`config.mk`:
```
export PLATFORM = sky130hd
export DESIGN_NAME = multicycle_sequencer
export DESIGN_NICKNAME = d
export VERILOG_FILES = /design/src/rtl/multicycle_sequencer.sv
export SDC_FILE = /design/constraint.sdc
export NUM_CORES = 1
export LEC_CHECK = 0
export ABC_AREA = 1
export CELL_PAD_IN_SITES_DETAIL_PLACEMENT = 1
export CELL_PAD_IN_SITES_GLOBAL_PLACEMENT = 1
export CORE_MARGIN = 2
export CORE_UTILIZATION = 30
export DETAILED_ROUTE_END_ITERATION = 10
export PLACE_DENSITY_LB_ADDON = 0.1
export SETUP_SLACK_MARGIN = 0.4
export SKIP_LAST_GASP = 1
export SLEW_MARGIN = 20
export SYNTH_ARGS = -nofsm -noshare
export SYNTH_HDL_FRONTEND = slang
export SYNTH_SLANG_ARGS = --single-unit
```
`constraint.sdc`:
```
create_clock -name clk -period 1.85 [get_ports clk]
set_clock_uncertainty 0.2 [all_clocks]
set_input_delay 0.185 -clock clk [delete_from_list [all_inputs] [get_ports clk]]
set_output_delay 0.185 -clock clk [all_outputs]
set_load 0.02 [all_outputs]
```
`src/rtl/multicycle_sequencer.sv`:
```
// Multi-cycle RV32I control sequencer: FETCH -> DECODE -> EXECUTE -> [MEMORY] -> [WRITEBACK].
// Optional macro SEQ_ILLEGAL_TRAP_EN: unrecognised opcodes latch o_illegal and park in TRAP.
module multicycle_sequencer #(
  parameter int unsigned XLEN = 32
) (
  input  logic            clk,
  input  logic            rstn,
  output logic            o_imem_req,
  input  logic            i_imem_valid,
  input  logic [XLEN-1:0] i_imem_rdata,
  output logic [XLEN-1:0] o_instr,
  output logic            o_pc_wen,
  output logic            o_calc_bj_addr,
  output logic            o_jalr_sel,
  output logic            o_imm_sel,
  output logic [3:0]      o_alu_op,
  input  logic            i_alu_z,
  output logic            o_dmem_req,
  output logic            o_dmem_we,
  input  logic            i_dmem_ready,
  output logic            o_rf_wen,
  output logic [1:0]      o_wb_sel,
  output logic            o_retire,
  output logic            o_illegal
);

  localparam logic [6:0] OPC_OP     = 7'b0110011;
  localparam logic [6:0] OPC_OPIMM  = 7'b0010011;
  localparam logic [6:0] OPC_LOAD   = 7'b0000011;
  localparam logic [6:0] OPC_STORE  = 7'b0100011;
  localparam logic [6:0] OPC_BRANCH = 7'b1100011;
  localparam logic [6:0] OPC_JAL    = 7'b1101111;
  localparam logic [6:0] OPC_JALR   = 7'b1100111;
  localparam logic [6:0] OPC_LUI    = 7'b0110111;
  localparam logic [6:0] OPC_AUIPC  = 7'b0010111;
  localparam logic [6:0] OPC_SYSTEM = 7'b1110011;
  localparam logic [6:0] OPC_FENCE  = 7'b0001111;
  localparam logic [XLEN-1:0] NOP_INSTR = XLEN'(32'h0000_0013);

  typedef enum logic [2:0] {FETCH, DECODE, EXECUTE, MEMORY, WRITEBACK, TRAP} state_t;
  typedef enum logic [3:0] {
    CL_OP, CL_OPIMM, CL_LOAD, CL_STORE, CL_BRANCH, CL_JAL, CL_JALR,
    CL_LUI, CL_AUIPC, CL_SYS, CL_BAD
  } cls_t;

  state_t state;
  cls_t   cls;

  logic [6:0] opcode;
  logic [2:0] funct3;
  logic [4:0] rd;
  logic       f7b5;
  logic       taken;

  assign opcode = o_instr[6:0];
  assign funct3 = o_instr[14:12];
  assign rd     = o_instr[11:7];
  assign f7b5   = o_instr[30];
  // Zero flag polarity flips for BNE/BLT/BLTU (funct3 bit0 xor bit2).
  assign taken  = i_alu_z ^ funct3[0] ^ funct3[2];

  cls_t       dec_cls;
  logic [3:0] dec_alu_op;
  logic       dec_imm_sel;
  logic [1:0] dec_wb_sel;

  always_comb begin
    dec_cls     = CL_SYS;
    dec_alu_op  = '0;
    dec_imm_sel = 1'b0;
    dec_wb_sel  = 2'd0;
    case (opcode)
      OPC_OP: begin
        dec_cls    = CL_OP;
        dec_alu_op = {f7b5, funct3};
      end
      OPC_OPIMM: begin
        dec_cls     = CL_OPIMM;
        dec_alu_op  = {(funct3 == 3'b101) & f7b5, funct3};
        dec_imm_sel = 1'b1;
      end
      OPC_LOAD: begin
        dec_cls     = CL_LOAD;
        dec_imm_sel = 1'b1;
        dec_wb_sel  = 2'd1;
      end
      OPC_STORE: begin
        dec_cls     = CL_STORE;
        dec_imm_sel = 1'b1;
      end
      OPC_BRANCH: begin
        dec_cls    = CL_BRANCH;
        dec_alu_op = funct3[2] ? (funct3[1] ? 4'b0011 : 4'b0010) : 4'b1000;
      end
      OPC_JAL: begin
        dec_cls    = CL_JAL;
        dec_wb_sel = 2'd2;
      end
      OPC_JALR: begin
        dec_cls     = CL_JALR;
        dec_imm_sel = 1'b1;
        dec_wb_sel  = 2'd2;
      end
      OPC_LUI: begin
        dec_cls     = CL_LUI;
        dec_imm_sel = 1'b1;
        dec_wb_sel  = 2'd3;
      end
      OPC_AUIPC: begin
        dec_cls     = CL_AUIPC;
        dec_imm_sel = 1'b1;
      end
      OPC_SYSTEM, OPC_FENCE: dec_cls = CL_SYS;
`ifdef SEQ_ILLEGAL_TRAP_EN
      default: dec_cls = CL_BAD;
`else
      default: dec_cls = CL_SYS;
`endif
    endcase
  end

`ifdef SEQ_ILLEGAL_TRAP_EN
  logic illegal_q;
  assign o_illegal = illegal_q;
`else
  assign o_illegal = 1'b0;
`endif

  always_ff @(posedge clk) begin
    if (!rstn) begin
      state      <= FETCH;
      cls        <= CL_SYS;
      o_instr    <= NOP_INSTR;
      o_alu_op   <= '0;
      o_imm_sel  <= 1'b0;
      o_wb_sel   <= '0;
      o_imem_req <= 1'b1;
      o_dmem_req <= 1'b0;
      o_dmem_we  <= 1'b0;
`ifdef SEQ_ILLEGAL_TRAP_EN
      illegal_q  <= 1'b0;
`endif
    end else begin
      case (state)
        FETCH: begin
          if (i_imem_valid) begin
            o_instr    <= i_imem_rdata;
            o_imem_req <= 1'b0;
            state      <= DECODE;
          end
        end
        DECODE: begin
          cls       <= dec_cls;
          o_alu_op  <= dec_alu_op;
          o_imm_sel <= dec_imm_sel;
          o_wb_sel  <= dec_wb_sel;
`ifdef SEQ_ILLEGAL_TRAP_EN
          if (dec_cls == CL_BAD) begin
            illegal_q <= 1'b1;
            state     <= TRAP;
          end else begin
            state <= EXECUTE;
          end
`else
          state <= EXECUTE;
`endif
        end
        EXECUTE: begin
          case (cls)
            CL_BRANCH, CL_SYS: begin
              o_imem_req <= 1'b1;
              state      <= FETCH;
            end
            CL_LOAD, CL_STORE: begin
              o_dmem_req <= 1'b1;
              o_dmem_we  <= (cls == CL_STORE);
              state      <= MEMORY;
            end
            default: state <= WRITEBACK;
          endcase
        end
        MEMORY: begin
          if (i_dmem_ready) begin
            o_dmem_req <= 1'b0;
            o_dmem_we  <= 1'b0;
            if (cls == CL_STORE) begin
              o_imem_req <= 1'b1;
              state      <= FETCH;
            end else begin
              state <= WRITEBACK;
            end
          end
        end
        WRITEBACK: begin
          o_imem_req <= 1'b1;
          state      <= FETCH;
        end
        TRAP: state <= TRAP;
        default: begin
          o_imem_req <= 1'b1;
          state      <= FETCH;
        end
      endcase
    end
  end

  // Strobes depend on same-cycle ALU zero / dmem ready, so they are decoded
  // from the state register and masked while reset is asserted.
  logic pc_wen;
  always_comb begin
    pc_wen         = 1'b0;
    o_rf_wen       = 1'b0;
    o_calc_bj_addr = 1'b0;
    o_jalr_sel     = 1'b0;
    case (state)
      EXECUTE: begin
        if (cls == CL_BRANCH || cls == CL_SYS) pc_wen = 1'b1;
        if (cls == CL_BRANCH) o_calc_bj_addr = taken;
      end
      MEMORY: pc_wen = (cls == CL_STORE) && i_dmem_ready;
      WRITEBACK: begin
        pc_wen         = 1'b1;
        o_rf_wen       = rstn && (rd != 5'd0);
        o_calc_bj_addr = (cls == CL_JAL);
        o_jalr_sel     = (cls == CL_JALR);
      end
      default: pc_wen = 1'b0;
    endcase
  end

  assign o_pc_wen = pc_wen && rstn;
  assign o_retire = pc_wen && rstn;

endmodule

```
==> reports/metrics.cfg, run 1 <==
[floorplanning]
die_h_um = 89.8
core_mm2 = 0.00718
num_io_pins = 85
dieArea_mm2 = 0.00806
start_util = 0.307
die_w_um = 89.8
row_count = 31

[outcome]
outcome = finished, violations left
violations = negative setup slack

[sta]
rsz0062_at_grt = yes
fin_crit_ns = 1.90
final-hold-violation-count = 0
post-route-period-util = 1.03
worst_slack_ns = -0.0490
setup_violations = 3
maxSlewViolCount = 0
fmax_mhz = 527

[clocking]
clock_latency_ns = 0.31
numCtsBuffers = 5
cts_tree = yes
cts.clk_slew.worst_paths_ns = 0.10
clockBufferDepth = 2
ctsHoldBuffers = 0
cts_sinks = 49
clockRootBuffer = clkbuf_8
cts_htree_levels = 2

[place]
portBuffers = 83
hpwl_mm = 5.57
dp.cells = 515
gp_congestion = 0.865

[critical_path]
worst-endpoint-required_ns = 1.46
cp_data_arrival_time_ns = 1.51
cp_max_fo = 3
worstSetupPathType = flop to output pin
startpoint_type = flop
end_kind = output pin

[synth]
ys_ff_latch = 49
netlist_area_mm2 = 0.00221
synth.distinct_cells = 27
synth_cells = 318
yosysSeqAreaShare = 0.445
mappedNetlistNets = 355
yosysWarnings = 0
syn_area_per_cell_um2 = 6.94

[drt]
routed_wl_mm = 9.16
met3_length_um = 570
antenna_left = 0
drt_pass1_iterations = 4
met1_length_mm = 3.65
routed.top_layer = met4
avgViaCountPerCell = 4.79
vias = 2650
wl_per_cell_um = 16.6
drtIter0Drc = 59
drc = 0
wl_met2_mm = 4.71

[pwr]
p_int_uw = 2310
power_frac_seq = 0.355
power_frac_comb = 0.429
power_density_mw_per_mm2 = 872
ir_drop_v = 0.000525
switchingPower_uw = 1400
sw_frac_of_total = 0.377
leakage_uw = 0.00185
p_clk_frac = 0.217

[global_routing]
grt_start_max_net_pins = 40
grt_pass1_vias = 2612
overflow = 0
grt_pass1_wl_mm = 12.8
grt_usage = 0.196
antenna_found_initial = 0

[cells_and_area]
fin_nets = 490
fillCellCount = 848
final_cells = 553
post-route-util = 0.593
area_growth_pct = 92.7
drive_above_1_share = 0.463
antenna_cells = 0

[run]
maxCapViolCount = 0

[min_path]
hold_class = primary input to flop

-- power by group through the flow --
| stage | clock network, µW | registers (µW) | logic [µW] |
|---|---|---|---|
| 3_3_place_gp | 0 | 1300 | 1110 |
| 3_5_place_dp | 0 | 1310 | 1130 |
| 4_1_cts | 823 | 1300 | 1340 |
| 2_1_floorplan | 0 | 1440 | 474 |
| 5_1_grt | 866 | 1330 | 1700 |
| 6_report | 803 | 1320 | 1590 |
-- placed cells by master (no fill, tap or decap), types with 3 or more instances in the layout --
| cell | n |
|---|---|
| nand2_2 | 17 |
| clkbuf_2 | 4 |
| clkdlybuf4s50_1 | 36 |
| nor2_2 | 14 |
| nand3_2 | 8 |
| o21ai_0 | 20 |
| nor2_1 | 28 |
| clkbuf_8 | 5 |
| nand3_1 | 8 |
| o21ai_2 | 10 |
| inv_1 | 12 |
| nor3_2 | 3 |
| o21ai_1 | 9 |
| a21oi_2 | 4 |
| inv_4 | 5 |
| dfxtp_2 | 8 |
| inv_2 | 13 |
| dlygate4sd2_1 | 31 |
| clkdlybuf4s15_1 | 4 |
| nand2_4 | 5 |
| buf_12 | 4 |
| a21oi_1 | 17 |
| dfxtp_1 | 34 |
| nor2_4 | 26 |
| dfxtp_4 | 7 |
| buf_6 | 14 |
| buf_4 | 43 |
| nand2_1 | 34 |
-- through the flow --
stage | total power, µW | hold slack [ns] | TNS [ns] | area (µm²) | setup slack (ns)
6_report | 3710 | 0.238 | -0.130 | 4250 | -0.0490
5_1_grt | 3900 | 0.262 | -0.667 | 4250 | -0.130
4_1_cts | 3460 | 0.228 | -0.0114 | 3880 | -0.00606
3_5_place_dp | 2430 | 0.256 | -0.701 | 3330 | -0.198
3_3_place_gp | 2410 | 0.246 | -0.509 | 3330 | -0.166
2_1_floorplan | 1910 | 0.111 | 0 | 2250 | 0.174
-- kinds of logic after synthesis --
family          after synthesis  synth area share
compound gates               68             0.162
flops                        49             0.445
xor+xnor                      1           0.00397
other cells                   1           0.00170
buf+inv                      46            0.0942
simple gates                153             0.293
-- cell usage after synthesis --
cell type	number	area share
o211ai_1	1	0.0034
nand2_2	5	0.014
o31ai_1	2	0.0068
buf_2	4	0.0091
buf_4	4	0.014
inv_2	7	0.012
inv_1	25	0.043
and2_1	1	0.0028
o21ai_1	11	0.025
a21oi_1	21	0.048
a31oi_1	1	0.0028
a311oi_1	1	0.0040
o21a_1	1	0.0034
nor2_2	3	0.0085
clkbuf_1	4	0.0068
conb_1	1	0.0017
nor2_4	2	0.010
buf_6	2	0.010
nand2_1	53	0.090
xor2_1	1	0.0040
dfxtp_1	49	0.44
nand3_1	18	0.041
nor2_1	63	0.11
a22oi_1	1	0.0034
nand4_1	2	0.0057
o21ai_0	29	0.066
nor3_1	6	0.014
-- cell type report --
type                            count  area [µm²]  area share
Timing Repair Buffer              142        1350       0.317
Tap cell                           99         124      0.0291
Clock buffer                        5        68.8      0.0162
Sequential cell                    49        1020       0.239
Inverter                           32         143      0.0335
Multi-Input combinational cell    223        1510       0.354
Clock inverter                      3        46.3      0.0109
-- metal layers --
layer  vias to the layer above  global-route usage
met5                         -                   0
met4                         0              0.0667
met3                        17              0.0629
met1                      1271               0.227
met2                        72               0.342
li1                       1290                   -
-- worst paths after layout --
kind / end / start / slack (ns) / cells after the start
setup / recovery: o_pc_wen / cls[2] / -0.05 / 8
hold reg to reg: o_alu_op[0] / o_alu_op[0] / 0.27 / 2
hold / removal: o_instr[1] / i_imem_rdata[1] / 0.24 / 3
setup reg to reg: o_instr[7] / state[0] / 0.05 / 10
-- critical path: stages, from the launching register on --
cell	delay [ns]
dfxtp_2	0.37
inv_4	0.05
nor2_4	0.09
nand3_2	0.07
and2_4	0.15
o21ai_2	0.12
nor2_2	0.06
nor2_2	0.15
buf_6	0.14
-- state kept, by name, summed over array words and instances (netlist names) --
register / cells
state: 3
cls: 4
o_alu_op: 4
o_imem_req: 1
o_wb_sel: 2
o_dmem_req: 1
o_instr: 32
o_imm_sel: 1
o_dmem_we: 1
-- timing repair --
item / CTS / global route
buffers inserted: 13 / 14
pin swaps: 19 / 26
cloned: 1 / 2
setup endpoints to repair: 96 / 62
resized for setup: 190 / 87
Power figures use the tool's default switching activity.
==> inputs of run 2 (changes only) <==
- CAP_MARGIN: not set -> 30
- RECOVER_POWER: not set -> 25
- clock period: 1.85 -> 2.18 ns (I/O delays scaled with it)
==> run 2 against run 1 <==
  * The run now ends clean
  * Sequential cell count did not move
  * Worst setup slack improved by 0.27 ns
  * Sequential power fell by 17%
  * Sequential share of layout area rose by 5.6 points
  * Non-clock buffer count fell by 43
  * Die area did not move
  * Largest cell class unchanged
==> reports/metrics.cfg, run 2 (synthesis results as in run 1) <==
[outcome]
outcome = finished, final reports clean

[clocking]
cts_tree = yes
ctsHoldBuffers = 0
clock_latency_ns = 0.30
clockBufferDepth = 2
cts_sinks = 49
cts_htree_levels = 2
cts.clk_slew.worst_paths_ns = 0.09
clockRootBuffer = clkbuf_8
numCtsBuffers = 5

[floorplanning]
row_count = 31
start_util = 0.307
num_io_pins = 85
core_mm2 = 0.00718
die_w_um = 89.8
dieArea_mm2 = 0.00806
die_h_um = 89.8

[sta]
fmax_mhz = 511
fin_crit_ns = 1.96
max_slew_margin = 0.543
post-route-period-util = 0.898
rsz0062_at_grt = yes
worst_slew_pin_slew_ns = 0.685
setup_violations = 0
holdWs_ns = 0.269
final-hold-violation-count = 0
maxSlewViolCount = 0

[place]
gp_congestion = 0.869
detailed_place.area_mm2 = 0.00313
dp.cells = 493
portBuffers = 83
hpwl_mm = 5.06

[cells_and_area]
final_cell_area_mm2 = 0.00336
regMostFlops = o_instr
final_cell_mix = clkdlybuf4s50_1, nor2_1, nand2_1, dfxtp_1, o21ai_0
reg.largest.list = o_instr (32), cls (4), o_alu_op (4)
final_common_cell = clkdlybuf4s50_1
antenna_cells = 0
fin_nets = 447
area_growth_pct = 52.1
largest_register_ffs = 32
final_cells = 510
drive_above_1_share = 0.153
post-route-util = 0.468

[pwr]
p_int_uw = 1830
power_frac_comb = 0.323
leakage_uw = 0.00142
ir_drop_v = 0.000346
sw_frac_of_total = 0.334
power_frac_seq = 0.397
switchingPower_uw = 918
p_clk_frac = 0.280
power_density_mw_per_mm2 = 820
total_power_uw = 2750

[drt]
wl_per_cell_um = 13.7
avgViaCountPerCell = 4.62
drtIter0Drc = 59
antenna_left = 0
vias = 2356
drc = 0
routed_wl_mm = 7.00
drt_pass1_iterations = 4

[global_routing]
grt_pass1_vias = 2420
overflow = 0
use_met2 = 0.289
met1_usage = 0.215
grt-busiest-layer = met2
grt_pass1_wl_mm = 11.6
grt_usage = 0.171
antenna_found_initial = 0
grtUsageMet3 = 0.0587
grt_start_max_net_pins = 42

[critical_path]
end_kind = output pin
worst-endpoint-required_ns = 1.76
worstSetupPathType = flop to output pin
cp_max_fo = 4
startpoint_type = flop
cp_data_arrival_time_ns = 1.54

[run]
maxCapViolCount = 0

[min_path]
hold_class = flop to flop

==> run 2: cell types whose count changed in the layout (fill, tap and decap cells not counted), sizes merged, moves of 4 or more <==
cell           change
clkdlybuf4s50     +35
dlygate4sd2       -30
clkbuf             +4
clkdlybuf4s15      -6
buf               -46
==> run 2: power by group through the flow <==
| stage | Clock (µW) | Combinational [µW] | Sequential (µW) |
|---|---|---|---|
| 2_1_floorplan | 0 | 389 | 1220 |
| 3_3_place_gp | 0 | 860 | 1100 |
| 3_5_place_dp | 0 | 870 | 1110 |
| 4_1_cts | 796 | 899 | 1090 |
| 5_1_grt | 832 | 976 | 1110 |
| 6_report | 770 | 888 | 1090 |
==> run 2: critical path: stages (launching register included) <==
cell	delay (ns)
dfxtp_1	0.38
inv_4	0.09
nand4_1	0.15
and2_4	0.21
o21ai_2	0.09
nor2_1	0.06
nor2_2	0.13
buf_6	0.14
==> run 2: what timing repair did <==
item / in CTS / in global routing
setup endpoints to repair: 8 / 13
endpoints found under the hold margin: 0 / 0
resized for setup: 44 / 20
pin swaps: 4 / 4
setup buffers: 4 / 5
gates cloned: 0 / 0
==> run 2: final timing paths <==
path,depth (start not counted),from,endpoint,slack [ns]
worst max-delay path,7,cls[1],o_pc_wen,0.22
worst min-delay path,2,o_alu_op[1],o_alu_op[1],0.27
worst max register to register,8,state[1],o_instr[30],0.32
worst min register to register,2,o_alu_op[1],o_alu_op[1],0.27
==> run 2: area by class of cell <==
class,count,area (µm²)
timing repair buffer,99,901
clock inverter,3,65.1
tap,99,124
sequential,49,990
multi-input combinational,223,1080
inverter,32,125
clock buffer,5,68.8
fill,909,3820
==> run 2: metrics by stage <==
| stage | setup WS, ns | setup TNS [ns] |
|---|---|---|
| 2_1_floorplan | 0.421 | 0 |
| 5_1_grt | 0.126 | 0 |
| 4_1_cts | 0.256 | 0 |
| 3_5_place_dp | -0.0304 | -0.0304 |
| 3_3_place_gp | -0.0220 | -0.0220 |
| 6_report | 0.222 | 0 |
==> run 2: routing by layer <==
| layer | part of all wire | wire length (µm) |
|---|---|---|
| met1 | 0.45 | 3140 |
| met2 | 0.48 | 3330 |
| met3 | 0.068 | 478 |
| met4 | 0.0073 | 51 |
| met5 | 0 | 0 |
==> inputs of run 3 (changes only) <==
- CTS_CLUSTER_SIZE: not set -> 24
==> results of run 3 <==
No change in the layout: final DEF, timing and power equal those of run 2.
